$ cat config.mk
export PLATFORM = sky130hd
export DESIGN_NAME = sharp_out_formatter
export DESIGN_NICKNAME = d
export VERILOG_FILES = /design/src/rtl/sharp_out_formatter.sv
export SDC_FILE = /design/constraint.sdc
export NUM_CORES = 1
export LEC_CHECK = 0
export BUFFER_PORTS_ARGS = -buffer_cell sky130_fd_sc_hd__buf_2
export CAP_MARGIN = 20
export CORE_MARGIN = 3
export CORE_UTILIZATION = 34
export DETAILED_ROUTE_END_ITERATION = 12
export PLACE_DENSITY_LB_ADDON = 0.25
export REMOVE_ABC_BUFFERS = 1
export SYNTH_ARGS = -nofsm -noshare
export SYNTH_HDL_FRONTEND = slang
export SYNTH_SLANG_ARGS = --single-unit
$ cat constraint.sdc
create_clock -name clk -period 4.7 [get_ports clk]
set_clock_uncertainty 0.1 [all_clocks]
set_input_delay 0.94 -clock clk [delete_from_list [all_inputs] [get_ports clk]]
set_output_delay 0.94 -clock clk [all_outputs]
set_load 0.005 [all_outputs]
$ cat src/rtl/sharp_out_formatter.sv
// Output stage of the sharpening core: clamps signed samples to 8 bits, tags SOF/EOL/EOF
// and buffers them in a small FIFO. Optional SHARP_SAT_COUNT_EN adds a per-frame clamp counter.
module sharp_out_formatter #(
    parameter int N     = 128,
    parameter int M     = 11,
    parameter int DEPTH = 4
) (
    input  logic         clk,
    input  logic         rst,
    input  logic         in_valid,
    output logic         in_ready,
    input  logic [M:0]   in_data,
    output logic         out_valid,
    input  logic         out_ready,
    output logic [7:0]   out_pixel,
    output logic         out_sof,
    output logic         out_eol,
    output logic         out_eof,
    output logic         frame_done
`ifdef SHARP_SAT_COUNT_EN
    ,
    output logic [$clog2(N*N):0] sat_count
`endif
);

    localparam int CW = (N > 1) ? $clog2(N) : 1;
    localparam int AW = $clog2(DEPTH);
    localparam logic [CW-1:0] LAST = CW'(N - 1);

    typedef enum logic [1:0] {IDLE, ACTIVE, DRAIN, DONE} state_t;

    typedef struct packed {
        logic [7:0] pix;
        logic       sof;
        logic       eol;
        logic       eof;
    } entry_t;

    state_t          state_q, state_d;
    logic [CW-1:0]   row_q, row_d, col_q, col_d;
    logic [AW-1:0]   wr_q, rd_q;
    logic [AW:0]     count_q, count_d;
    logic            rdy_en_q;
    entry_t          mem_q [DEPTH];
    entry_t          push_e, head;
    logic            push, pop, neg, big, sat;

    // Clamp: sign bit means negative; any set bit above bit 7 on a positive value means > 255.
    assign neg = in_data[M];
    assign big = !neg && (in_data > (M+1)'(255));
    assign sat = neg | big;

    always_comb begin
        push_e.pix = neg ? 8'd0 : (big ? 8'hFF : in_data[7:0]);
        push_e.sof = (row_q == '0) && (col_q == '0);
        push_e.eol = (col_q == LAST);
        push_e.eof = (row_q == LAST) && (col_q == LAST);
    end

    // rdy_en_q keeps in_ready low through reset and releases it one edge later.
    assign in_ready  = rdy_en_q && (state_q == IDLE || state_q == ACTIVE)
                       && (count_q < (AW+1)'(DEPTH));
    assign out_valid = (count_q != '0);
    assign push      = in_valid & in_ready;
    assign pop       = out_valid & out_ready;
    assign head      = mem_q[rd_q];

    assign out_pixel  = out_valid ? head.pix : 8'd0;
    assign out_sof    = out_valid & head.sof;
    assign out_eol    = out_valid & head.eol;
    assign out_eof    = out_valid & head.eof;
    assign frame_done = (state_q == DONE);

    always_comb begin
        count_d = count_q;
        if (push && !pop)
            count_d = count_q + (AW+1)'(1);
        else if (pop && !push)
            count_d = count_q - (AW+1)'(1);
    end

    always_comb begin
        col_d = col_q;
        row_d = row_q;
        if (push) begin
            if (col_q == LAST) begin
                col_d = '0;
                row_d = (row_q == LAST) ? '0 : row_q + CW'(1);
            end else begin
                col_d = col_q + CW'(1);
            end
        end
    end

    always_comb begin
        state_d = state_q;
        case (state_q)
            IDLE, ACTIVE: begin
                if (push && push_e.eof)
                    state_d = DRAIN;
                else if (push)
                    state_d = ACTIVE;
            end
            DRAIN:   if (pop && head.eof) state_d = DONE;
            DONE:    state_d = IDLE;
            default: state_d = IDLE;
        endcase
    end

    always_ff @(posedge clk or posedge rst) begin
        if (rst) begin
            state_q  <= IDLE;
            row_q    <= '0;
            col_q    <= '0;
            wr_q     <= '0;
            rd_q     <= '0;
            count_q  <= '0;
            rdy_en_q <= 1'b0;
        end else begin
            state_q  <= state_d;
            row_q    <= row_d;
            col_q    <= col_d;
            count_q  <= count_d;
            rdy_en_q <= 1'b1;
            if (push) wr_q <= wr_q + AW'(1);
            if (pop)  rd_q <= rd_q + AW'(1);
        end
    end

    // Storage needs no reset: outputs are masked while the FIFO is empty.
    always_ff @(posedge clk) begin
        if (push) mem_q[wr_q] <= push_e;
    end

`ifdef SHARP_SAT_COUNT_EN
    logic [$clog2(N*N):0] sat_q;

    always_ff @(posedge clk or posedge rst) begin
        if (rst)
            sat_q <= '0;
        else if (push)
            sat_q <= push_e.sof ? {{$clog2(N*N){1'b0}}, sat} : sat_q + {{$clog2(N*N){1'b0}}, sat};
    end

    assign sat_count = sat_q;
`endif

endmodule

Word level (Yosys, flattened, before mapping)
Memory sizes are Yosys's and may differ from the RTL's.
Index checks and enable logic that the tools add are counted.
- multiplexer cells: 13
- equality and inequality tests: 7
- bitwise gates (word level): 5
- magnitude comparators: 2
- reduce and logical (&&, ||, !) cells: 21
- $add $sub $neg: 6
- operators with widths (operator ; count):
    two-way mux 8 bit ; 3
    adder 7 x 1 -> 7 bit (second input constant) ; 2
    equality test 7 bit (second input constant) ; 2
    zero test 7 bit ; 2
    two-way mux 7 bit ; 2
    > comparator 12 x 8 -> 1 bit (second input constant) ; 1
    logical AND 1 bit ; 9
    two-way mux 2 bit ; 3
    two-way mux 3 bit ; 2
    case mux 2 bit (3 select lines) ; 1
    AND 1 bit ; 5
    adder 2 x 1 -> 2 bit (second input constant) ; 2
    equality test 2 bit (second input constant) ; 2
    AND reduction 2 bit ; 2
    adder 3 x 1 -> 3 bit (second input constant) ; 1
    zero test 1 bit ; 3
    < comparator 3 bit (second input constant) ; 1
    inequality test 3 bit (second input constant) ; 1
    nonzero test 3 bit ; 1
    subtractor 3 x 1 -> 3 bit (second input constant) ; 1
    equality test 2 x 1 -> 1 bit (second input constant) ; 1
    zero test 2 bit ; 1
    two-way mux 1 bit ; 2
    inequality test 2 bit (second input constant) ; 1
    3 further kinds ; 3
- bits in writable memories: 44
- output and inout port bits: 14
- memories: 1
- flip-flop bits (word level): 24
- memories (name ; words ; width ; rd ports ; clocked after memory_dff ; write ports ; RTL line ; source):
    mem_q ; 4 ; 11 ; 1 ; 0 ; 1 ; 44 ; entry_t mem_q [DEPTH];

Depth between registers and ports, before layout
Gate-level depths: netlist (run 1).
- depth after elaboration: 9
- depth in mapped cells: 10

Worst setup path before layout (run 1)
OpenSTA, ideal clock, no wires.
- kind: input-to-reg
- start: input port in_valid
- end: register count_q[2]
- slack: 2079 ps
- buffers on the path: 1
- arrival: 2441 ps
- stages on the path: 9
- path through: nand4_4 > inv_2 > clkbuf_1 > ha_1 > inv_1 > fa_1 > xor2_1 > nor2_1 > xnor2_1
- longest elaborated chain between the ends: 4
- ends and longest elaborated chain (item ; RTL line ; source):
    start: declaration ; 10 ; input logic in_valid,
    AND 1 bit (*) ; 64 ; assign push = in_valid & in_ready;
    named net push ; 46 ; logic push, pop, neg, big, sat;
    zero test 1 bit ; 78 ; else if (pop && !push)
    logical AND 1 bit ; 78 ;
    nonzero test 2 bit (no source line) ; - ;
    end signal: assignment ; 123 ; count_q <= count_d;
    end: declaration ; 42 ; logic [AW:0] count_q, count_d;
The timed path passes the listed nets; every way through them passes the cells marked *.
A chain may end at the register's enable or synchronous reset.

Worst setup path after layout (run 1)
- start: register rd_q[0]
- end: output port out_eol
- longest elaborated chain between the ends: 2
- ends and longest elaborated chain (item ; RTL line ; source):
    start: declaration ; 41 ; logic [AW-1:0] wr_q, rd_q;
    start signal: assignment ; 126 ; if (pop) rd_q <= rd_q + AW'(1);
    memory (4 x 11 bit) ; - ;
    AND 1 bit ; 70 ; assign out_eol = out_valid & head.eol;
    end: declaration ; 17 ; output logic out_eol,
Every way passes these cells.

==> flow_summary_export.csv, run 1 <==
group,metric,value,unit
placed_design,routabilityCongestion,0.715,
cts,clk_pin_slew,70,ps
sta,hold_viol_final,0,
run_status,status,"finished clean",
power,powerDensity,519,nW/um^2
layout,fin_area,3560,um^2
synthesis,ys.flop_type,"edfxtp_1",
global_routing,grt_pass1_vias,1806,
placed_design,dp_hpwl,3750,um
layout,drive_gt1_share,24.0,%
cts,cts_made_buffers,9,
global_routing,grt_pass1_wl,8820,um
sta,worst_slew_pin_slew,780,ps
synthesis,synth_seq_cells,68,
setup_path,worstSetupStartpointType,"flip-flop",
global_routing,grt_max_degree,25,
cts,cts_buffer_depth,2,
synthesis,yosysUniqueCellTypes,39,
global_routing,gr-usage-met1,14.7,%
route,vias_per_cell,4.84,
sta,max_freq,321,MHz
setup_path,cp.required,3660,ps
sta,finalSetupTns,0,ps
layout,areaGrowthSynthToFinish,17.1,%
route,antenna_left,0,
synthesis,synth_area,3040,um^2
setup_path,cp-end-kind,"output port",
synthesis,synth_most_common_cell,"edfxtp_1",
cts,cts_tree,"done",
power,p_leak,1.40,nW
die,die_w,101,um
setup_path,worstPathArrival,2080,ps
placed_design,portBuffers,29,
die,die_area,10100,um^2
cts,root_buffer,"clkbuf_8",
synthesis,synth_commonest_cells,"edfxtp_1, dfrtp_1, nor2_1, and2_1, inv_1",
cts,ctsHoldBuffers,0,
placed_design,dp_slack,1890,ps
sta,finalSetupViolations,0,
synthesis,ys_warn_count,0,
flow_run,drv_cap,0,
route,vias,1757,
die,ios,30,
layout,fin_nets,279,
sta,rsz0062_at_grt,"false",
synthesis,synth_top_cell_area_share,43.5,%
synthesis,ys_seq_area_share,63.3,%
synthesis,synth_top_area_cell,"edfxtp_1",
sta,slew_headroom,48.0,%
worst_hold_path,min_path_type,"primary input to asynchronous set/reset pin",
global_routing,antenna_found_initial,0,
cts,cts_sinks,68,
die,die_y,101,um
synthesis,synthCells,220,
route,drtIter0Drc,60,
cts,post_cts_resized,0,
synthesis,async_flop_share,35.3,%
sta,slew_violations,0,
cts,clk-insertion-delay-late,330,ps
route,drc_errors,0,
global_routing,grt.busiest_layer,"met2",
synthesis,ys_top_cells_by_area,"edfxtp_1, dfrtp_1, mux4_2",
sta,fin_crit_sh,66.3,%
die,core,8460,um^2
synthesis,synth_edf_count,44,
placed_design,placed_cell_area,3270,um^2
cts,postCtsSetupRepairBufs,0,
sta,min_period,3120,ps
route,post_drt_wl_per_cell,14.8,um
route,wl,5380,um
cts,h-tree-depth,3,
die,placementRows,33,
global_routing,grt_use_met2,18.6,%
global_routing,grt_overflow,0,
setup_path,crit_fanout,13,
route,dr.pass1.iters,4,
global_routing,grt.total_usage,11.6,%
sta,setup_slack,1580,ps
setup_path,critPathKind,"flip-flop to output port",
layout,num_antenna_cells,0,
power,peakVddDrop,0.182,mV
global_routing,grtUsageMet3,2.98,%
sta,fin_hold_ws,401,ps
die,start_util,35.9,%
synthesis,syn_area_per_cell,13.8,um^2
report_power, final:
part	switching (W)	total (W)	internal [W]
sequential	0.000102	0.000819	0.000717
clock	0.000207	0.000613	0.000406
combinational	0.000176	0.000414	0.000238
cell usage in the layout (no fill, tap or decap), types with 4 or more instances in the layout:
cell type   n
edfxtp_1   44
bufinv_16   4
inv_1      14
ha_1        9
nor2_1     21
xnor2_1    11
nand4_1     4
buf_2      29
dfrtp_1    24
or3_1       4
o21ai_0     8
clkbuf_8    9
and2_1     16
nand3_1     8
mux4_2     11
nand2_1    11
sequential cells by signal, summed over array words and instances, names as in the netlist:
register / cells
rd_q: 2
state_q: 2
rdy_en_q: 1
col_q: 7
row_q: 7
mem_q: 44
count_q: 3
wr_q: 2
cell families after synthesis:
| logic type | share of synthesized area [%] |
|---|---|
| compound gates | 3.09 |
| xor+xnor | 3.46 |
| fa+ha+maj | 4.37 |
| buf+inv | 3.50 |
| flops | 63.3 |
| mux | 8.53 |
| other cells | 0.123 |
| simple gates | 13.7 |
metrics by stage:
step	utilization, %	std cells	power [W]
after detailed placement	38.7	346	0.00126
after global routing	42.0	363	0.00196
after global placement	38.7	346	0.00125
final	42.0	363	0.00185
after floorplan	-	212	0.00110
after CTS	41.7	362	0.00187
per-layer routing:
metal,part of all wire [%],routed length (um)
met5,0,0
met4,1.8,97
met3,2.8,152
met2,49,2610
met1,47,2520
layout make-up:
cell class,instances,area (um^2)
Multi-Input combinational cell,127,1010
Timing Repair Buffer,30,173
Inverter,17,63.8
Clock inverter,5,125
Sequential cell,68,1920
Tap cell,105,131
Clock buffer,11,131
Fill cell,769,4910
worst paths after layout:
| path | start | endpoint | slack (ps) | cells after the start |
|---|---|---|---|---|
| worst max register to register | count_q[0]$_DFFE_PP0P_ | count_q[2]$_DFFE_PP0P_ | 2270 | 8 |
| worst min register to register | state_q[0]$_DFFE_PP0P_ | state_q[1]$_DFFE_PP0P_ | 420 | 1 |
| max in group asynchronous | rst | wr_q[1]$_DFFE_PP0P_ | 3730 | 3 |
| worst max-delay path | rd_q[0]$_DFFE_PP0P_ | out_eol | 1580 | 3 |
| min in group clk | state_q[0]$_DFFE_PP0P_ | state_q[1]$_DFFE_PP0P_ | 420 | 1 |
| worst min-delay path | rst | rd_q[1]$_DFFE_PP0P_ | 400 | 2 |
worst max-delay path, cell delays in order, from the launching register on:
cell     delay (ps)
dfrtp_1         850
mux4_2          600
and2_1          170
buf_2           120
(Power assumes the default switching activity.)
==> run 2: changes to the inputs <==
- clock period: 4.7 -> 2.65 ns (I/O delays scaled with it)
==> flow_summary_export.csv, run 2 (same netlist as run 1, synthesis figures left out) <==
group,metric,value,unit
die,die_area,10100,um^2
die,die_y,101,um
layout,final_common_cell,"edfxtp_1",
setup_path,cp.required,2020,ps
cts,root_buffer,"clkbuf_8",
sta,min_period,2380,ps
route,drc_errors,0,
layout,largestRegisters,"mem_q x44, col_q x7, row_q x7",
sta,slew_violations,0,
layout,largest_reg_flops,44,
setup_path,path_buf_inv,2,
cts,ctsHoldBuffers,0,
cts,cts_made_buffers,9,
global_routing,antenna_found_initial,0,
sta,hold_viol_final,0,
power,powerDensity,872,nW/um^2
placed_design,portBuffers,29,
layout,drive_gt1_share,27.1,%
layout,fin_nets,287,
die,core,8460,um^2
layout,num_antenna_cells,0,
route,drtIter0Drc,59,
die,start_util,35.9,%
setup_path,cp_top_family,"multiplexers",
worst_hold_path,min_path_type,"primary input to asynchronous set/reset pin",
layout,areaGrowthSynthToFinish,16.5,%
sta,rsz0062_at_grt,"false",
layout,regMostFlops,"mem_q",
route,vias_per_cell,4.77,
placed_design,routabilityCongestion,0.750,
cts,h-tree-depth,3,
global_routing,grt.total_usage,11.9,%
route,vias,1770,
sta,max_freq,421,MHz
setup_path,worstPathArrival,1750,ps
setup_path,crit_fanout,13,
global_routing,grt_pass1_wl,9110,um
setup_path,crit_chain,"buf_4 > mux4_2 > and2_1 > buf_2",
setup_path,cp.depth,4,
global_routing,grt_overflow,0,
setup_path,worstSetupStartpointType,"flip-flop",
power,p_leak,1.40,nW
route,post_drt_wl_per_cell,14.9,um
setup_path,critPathMaxStageDelay,520,ps
die,die_w,101,um
die,ios,30,
sta,fin_crit_sh,89.7,%
placed_design,placed_cells,355,
cts,cts_tree,"done",
route,antenna_left,0,
route,dr.pass1.iters,4,
cts,postCtsSetupRepairBufs,0,
layout,final_cells,371,
route,wl,5530,um
power,peakVddDrop,0.254,mV
setup_path,cp_slowest_cell,"mux4_2",
layout,final_cell_mix,"edfxtp_1, buf_2, dfrtp_1",
cts,clk_pin_slew,80,ps
placed_design,dp_hpwl,3850,um
run_status,status,"finished clean",
global_routing,grt_max_degree,25,
die,placementRows,33,
setup_path,critPathKind,"flip-flop to output port",
global_routing,grt_pass1_vias,1811,
sta,finalSetupViolations,0,
setup_path,cp-end-kind,"output port",
sta,fin_hold_ws,127,ps
cts,cts_buffer_depth,2,
setup_path,rr_worst_depth,8,
cts,clk-insertion-delay-late,340,ps
cts,cts_sinks,68,
cts,post_cts_resized,0,
flow_run,drv_cap,0,
sta,finalSetupTns,0,ps
run 2: cell type report:
cell class | count | area, um^2
timing repair buffer | 38 | 213
sequential | 68 | 1920
tap | 105 | 131
fill | 774 | 4920
multi-input combinational | 127 | 1010
clock inverter | 7 | 76.3
clock buffer | 9 | 124
inverter | 17 | 63.8
run 2: per-layer routing:
metal,share of wire (%),wire length [um],vias up,track usage [%]
met3,2.7,148,8,3.18
met2,48,2680,17,18.7
met1,47,2600,875,15.3
li1,-,-,870,-
met5,0,0,-,0
met4,1.9,104,0,5.80
run 2: where the power goes:
part	internal (W)	switching, W	total, W
clock network	0.000439	0.000407	0.000846
logic	0.000459	0.000394	0.000853
registers	0.00127	0.000117	0.00139
run 2: path summary, 6_finish.rpt:
check	startpoint	endpoint	slack [ps]
max	rd_q[0]$_DFFE_PP0P_	out_pixel[3]	270
min	rst	count_q[2]$_DFFE_PP0P_	130
max in group asynchronous	rst	wr_q[1]$_DFFE_PP0P_	2070
max reg2reg	count_q[0]$_DFFE_PP0P_	count_q[2]$_DFFE_PP0P_	520
min in group clk	state_q[0]$_DFFE_PP0P_	state_q[1]$_DFFE_PP0P_	410
min reg2reg	state_q[0]$_DFFE_PP0P_	state_q[1]$_DFFE_PP0P_	410
run 2: metrics by stage:
step / power (W) / setup slack [ps] / instance area (um^2) / util, %
floorplan: 0.00196 / 458 / 3000 / -
global placement: 0.00227 / 585 / 3340 / 39.5
detailed placement: 0.00228 / 519 / 3340 / 39.5
CTS: 0.00314 / 236 / 3540 / 41.8
global route: 0.00330 / 172 / 3540 / 41.8
finish: 0.00309 / 272 / 3540 / 41.8
run 2: worst min-delay path, cell delays in order:
cell   delay [ps]
buf_2          90
inv_1          40
buf_4         300
